===== src/rtl/seq_detector_param.sv =====
// seq_detector_param: serial pattern detector with runtime-loadable pattern and overlap select.
// Define SEQ_DET_CNT_EN to add the saturating match_cnt counter and its port.
module seq_detector_param #(
  parameter int                PAT_W   = 3,
  parameter logic [PAT_W-1:0]  PAT_RST = PAT_W'(3'b101),
  parameter int                CNT_W   = 8
) (
  input  logic              clk,
  input  logic              rst,
  input  logic              in_valid,
  input  logic              seq_in,
  input  logic              mode_ovl,
  input  logic              pat_load,
  input  logic [PAT_W-1:0]  pat_in,
  input  logic              cnt_clr,
`ifdef SEQ_DET_CNT_EN
  output logic              det_o,
  output logic [CNT_W-1:0]  match_cnt
`else
  output logic              det_o
`endif
);
  localparam int FW = $clog2(PAT_W + 1);
  localparam logic [FW-1:0] FULL = FW'(PAT_W);
  logic [PAT_W-1:0] pat_r, hist, hist_sh, pat_n, hist_n;
  logic [FW-1:0]    fill, fill_inc, fill_n;
  logic             acc, match;
  always_ff @(posedge clk or negedge rst) begin
    if (!rst) begin
      pat_r <= PAT_RST;
      hist  <= '0;
      fill  <= '0;
      det_o <= 1'b0;
    end else begin
      pat_r <= pat_n;
      hist  <= hist_n;
      fill  <= fill_n;
      det_o <= match;
    end
  end
  // fill gating keeps the zeroed history from matching an all-zeros pattern
  always_comb begin
    hist_sh  = {hist[PAT_W-2:0], seq_in};
    fill_inc = (fill == FULL) ? fill : fill + 1'b1;
    acc      = in_valid && !pat_load;
    match    = acc && (fill_inc == FULL) && (hist_sh == pat_r);
    pat_n    = pat_load ? pat_in : pat_r;
    hist_n   = pat_load ? '0 : acc ? hist_sh : hist;
    fill_n   = pat_load ? '0 : !acc ? fill : (match && !mode_ovl) ? '0 : fill_inc;
  end
`ifdef SEQ_DET_CNT_EN
  always_ff @(posedge clk or negedge rst) begin
    if (!rst)
      match_cnt <= '0;
    else
      match_cnt <= cnt_clr ? '0 : (match && !(&match_cnt)) ? match_cnt + 1'b1 : match_cnt;
  end
`else
  logic unused_clr;
  assign unused_clr = cnt_clr;
`endif
endmodule


===== config.mk =====
export PLATFORM = sky130hd
export DESIGN_NAME = seq_detector_param
export DESIGN_NICKNAME = d
export VERILOG_FILES = /design/src/rtl/seq_detector_param.sv
export SDC_FILE = /design/constraint.sdc
export NUM_CORES = 1
export LEC_CHECK = 0
export CORE_AREA = 2 2 39 41
export DETAILED_ROUTE_END_ITERATION = 8
export DIE_AREA = 0 0 41 43
export PLACE_DENSITY = 0.58
export SYNTH_ARGS = -nofsm -noshare
export SYNTH_HDL_FRONTEND = slang
export SYNTH_SLANG_ARGS = --single-unit
export TNS_END_PERCENT = 10

===== constraint.sdc =====
create_clock -name clk -period 1.37 [get_ports clk]
set_clock_uncertainty 0.05 [all_clocks]
set_input_delay 0.274 -clock clk [delete_from_list [all_inputs] [get_ports clk]]
set_output_delay 0.274 -clock clk [all_outputs]
set_load 0.02 [all_outputs]

Word-level counts from Yosys, hierarchy flattened

Cells that the tools add are included.

Flip-flop bits (word level): 8
Bits of input ports: 10
Output and inout port bits: 1

Add/sub/neg operators: 1
Eq/ne operators: 3
Multiplexer cells: 6
Reduce and logical (&&, ||, !) cells: 7

Operators with widths:

| operator                                     | number |
|---|---|
| 2-to-1 mux 2 bit                             | 6 |
| equality test 2 bit (second input constant)  | 2 |
| logical AND 1 bit                            | 4 |
| equality test 3 bit                          | 1 |
| adder 2 x 1 -> 2 bit (second input constant) | 1 |
| logical NOT 1 bit                            | 2 |
| nonzero test 2 bit                           | 1 |

Logic depth before layout (Yosys ltp)

Word-level depth: 9
Mapped depth: 4
Mapped depth without buffers: 3

Least setup slack after synthesis

OpenSTA, ideal clock, no wires.

Kind: flip-flop to flip-flop
Start: register pat_r[0]
End: register fill[0]
Arrival: 990 ps
Data required time: 1187 ps
Path slack: 197 ps
Cell stages (with the launch flop): 4
Period minus slack after synthesis: 1173 ps
Cell sequence: dfstp_2 -> xor2_1 -> nor4_4 -> a211oi_1

Cells in the longest elaborated chain, start to end: 6

RTL lines:

| what                          | RTL line | RTL |
|---|---|---|
| from (decl)                   | 25       | `logic [PAT_W-1:0] pat_r, hist, hist_sh, pat_n, hist_n;` |
| from (signal assigned)        | 35       | `pat_r <= pat_n;` |
| equality test 3 bit           | 46       | `match = acc && (fill_inc == FULL) && (hist_sh == pat_r);` |
| logical AND 1 bit             | 46       |  |
| via match                     | 27       | `logic acc, match;` |
| logical AND 1 bit             | 49       | `fill_n = pat_load ? '0 : !acc ? fill : (match && !mode_ovl) ? '0 : fill_inc;` |
| 2-to-1 mux 2 bit (3 in a row) | 49       |  |
| to (signal assigned)          | 37       | `fill <= fill_n;` |
| to (decl)                     | 26       | `logic [FW-1:0] fill, fill_inc, fill_n;` |

The timed path passes the listed nets, and every way through them passes these cells. The select of a mux whose other input is x is not followed.
A chain may end at the register's enable or synchronous reset.

Worst setup path in the final report

Start: input seq_in
End: register fill[1]

Cells in the longest elaborated chain, start to end: 6

RTL lines:

| what                          | RTL line | RTL |
|---|---|---|
| from (decl)                   | 11       | `input logic seq_in,` |
| equality test 3 bit           | 46       |  |
| logical AND 1 bit             | 46       |  |
| via match                     | 27       |  |
| logical AND 1 bit             | 49       |  |
| 2-to-1 mux 2 bit (3 in a row) | 49       |  |

The timed path passes the listed nets, and every way through them passes these cells. The select of a mux whose other input is x is not followed.

==> out/results.ini <==
[clocking]
clk_path_buf_depth=2
postCtsHoldBufs=0
post_cts_resized=1
clk_latency_ns=0.25
clk_pin_slew_ns=0.05
cts-root-buf=clkbuf_4
numCtsBuffers=3
htreeDepth=1
tritoncts=built
cts.sinks=8
postCtsSetupRepairBufs=0

[final_layout]
fillers=138
stdcell_count=56
nets=52
num_antenna_cells=0
mostFrequentLayoutCell=clkdlybuf4s50_1
layout-drive-gt1-share_pct=22.50
final_cell_mix=8 x clkdlybuf4s50_1, 6 x dfrtp_1, 3 x xor2_1, 3 x mux2_1, 3 x clkbuf_4
areaGrowthSynthToFinish_pct=33.88
final_core_util_pct=37.16

[timing]
grt_setup_unrepaired=no
min_period_over_period_pct=90.52
worst_slew_pin_slew_ns=0.3846
final-max-slew-violation-count=0
relSlewSlack_pct=74.28
whs_ns=0.2625
fin_crit_ns=1.240
report.final.setup_viol=0
max_freq_ghz=0.8064
finalHoldViolations=0

[detailed_routing]
ant_nets=0
drt-initial-drc-count=1
routed-via-count=252
first_pass_iters=2
wl_per_cell_um=10.70
drc=0
wl_um=599
via_per_inst=4.500

[status]
outcome=finished clean

[pwr]
p_switching_uw=121.1
peakVddDrop_mv=0.4141
p_sw_share_pct=23.18
internal_power_uw=401.5
combPwrFrac_pct=15.0
power_leakage_uw=0.0002382
powerDensity_nw_per_um2=1016
power_uw=522.6
pwr-share-clk_pct=33.5
p_seq_share_pct=51.5

[floorplan]
fp.dieH_um=43
die_w_um=41
coreArea_um2=1384
pin_count=11
dieArea_um2=1763
rows=14
start_util_pct=27.76

[logic_synthesis]
ys_seq_area_share_pct=52.77
syn_inst=28
syn_area_um2=384.1
synth_fp_nets=38
syn_area_per_cell_um2=13.72
yosys.cell_types.count=15
synth-seq-cells=8
ys_warn_count=0

[setup_path]
worstPathMaxFanout=3
arrival_ns=1.31
cpPeakStageDelay_ns=0.43
crit_chain=clkdlybuf4s50_1 > xor2_1 > nor4_4 > a211oi_1
slowest_stage=clkdlybuf4s50_1
critPathLaunchType=primary input
crit_required_ns=1.44
cp-end-kind=flip-flop
crit_type=primary input to flip-flop

[worst_hold_path]
hold_path_class=primary input to asynchronous set/reset pin

[global_routing]
grt_max_degree=9
grt_pass1_wl_um=1021
grt_pass1_vias=249
antenna_found_initial=0
grt_overflow_total=0
track_usage_pct=8.832

[place]
placed_cells=53
post-dp-hpwl_um=496.7
gp_congestion=0.6581
port-buffer-count=9

[job]
maxCapViolations=0

flip-flops by register name (all words and copies together) (netlist names):
| name | flops |
|---|---|
| pat_r | 3 |
| hist | 2 |
| det_o | 1 |
| fill | 2 |
metrics by stage:
| stage | worst slack (ns) | cell area (um^2) | TNS [ns] |
|---|---|---|---|
| final | 0.1299 | 514.2 | 0 |
| after global routing | 0.05754 | 514.2 | 0 |
| after CTS | 0.1101 | 514.2 | 0 |
| after detailed placement | -0.1465 | 493.0 | -0.3795 |
| after global placement | -0.1293 | 493.0 | -0.3116 |
| after floorplan | 0.1965 | 384.1 | 0 |
path summary, 6_finish.rpt:
check / cells past startpoint / slack [ns] / start / to
worst max-delay path: 4 / 0.13 / seq_in / fill[1]
worst min-delay path: 1 / 0.26 / rst / hist[1]
worst max register to register: 3 / 0.14 / pat_r[2] / fill[1]
worst min register to register: 1 / 0.46 / pat_r[1] / pat_r[1]
max in group asynchronous: 1 / 0.69 / rst / pat_r[0]
min in group clk: 1 / 0.46 / pat_r[1] / pat_r[1]
worst max-delay path: cells and delay by family:
family	cells	cell delay, ns
buf+inv	1	0.43
simple gates	1	0.31
xor+xnor	1	0.18
compound gates	1	0.12
cell type report:
cell class / count / area, um^2 / area share (%)
Tap cell: 16 / 20.02 / 3.893
Multi-Input combinational cell: 17 / 161.4 / 31.39
Sequential cell: 8 / 202.7 / 39.42
Clock buffer: 3 / 22.52 / 4.380
Timing Repair Buffer: 11 / 103.9 / 20.19
Inverter: 1 / 3.754 / 0.7299
logic make-up (layout without fill, tap and decap cells):
kind of cell / after synthesis / after routing / synth area share [%]
multiplexers: 5 / 5 / 14.01
flip-flops: 8 / 8 / 52.77
AND/OR/NAND/NOR: 5 / 5 / 14.66
AO/OA/AOI/OAI: 4 / 4 / 6.511
buffers and inverters: 3 / 15 / 5.209
XOR/XNOR: 3 / 3 / 6.842
cell usage after synthesis:
master,count,area [um^2]
mux2_1,3,33.78
buf_2,1,5.000
nand3b_1,1,7.510
nor4_4,1,21.27
dfrtp_1,6,150.1
o21ai_0,1,5.000
a21oi_1,1,5.000
nand3b_4,1,20.02
a211oi_1,2,15.01
buf_6,1,11.26
dfstp_2,2,52.55
nor2_1,2,7.510
mux2i_1,2,20.02
inv_1,1,3.750
xor2_1,3,26.28
metal layers:
layer	up-vias	part of all wire, %	GRT usage (%)
met5	-	0	0
met4	0	0	6.000
met3	0	9.3	3.141
met2	10	47	12.19
met1	118	43	11.00
li1	124	-	-
power groups by stage:
stage | clock, uW | combinational [uW] | sequential [uW]
floorplan | 0 | 45.9 | 271
global placement | 0 | 78.0 | 272
detailed placement | 0 | 80.0 | 273
CTS | 185 | 80.0 | 269
global route | 196 | 86.4 | 271
finish | 175 | 78.3 | 269
Power figures use the tool's default switching activity.
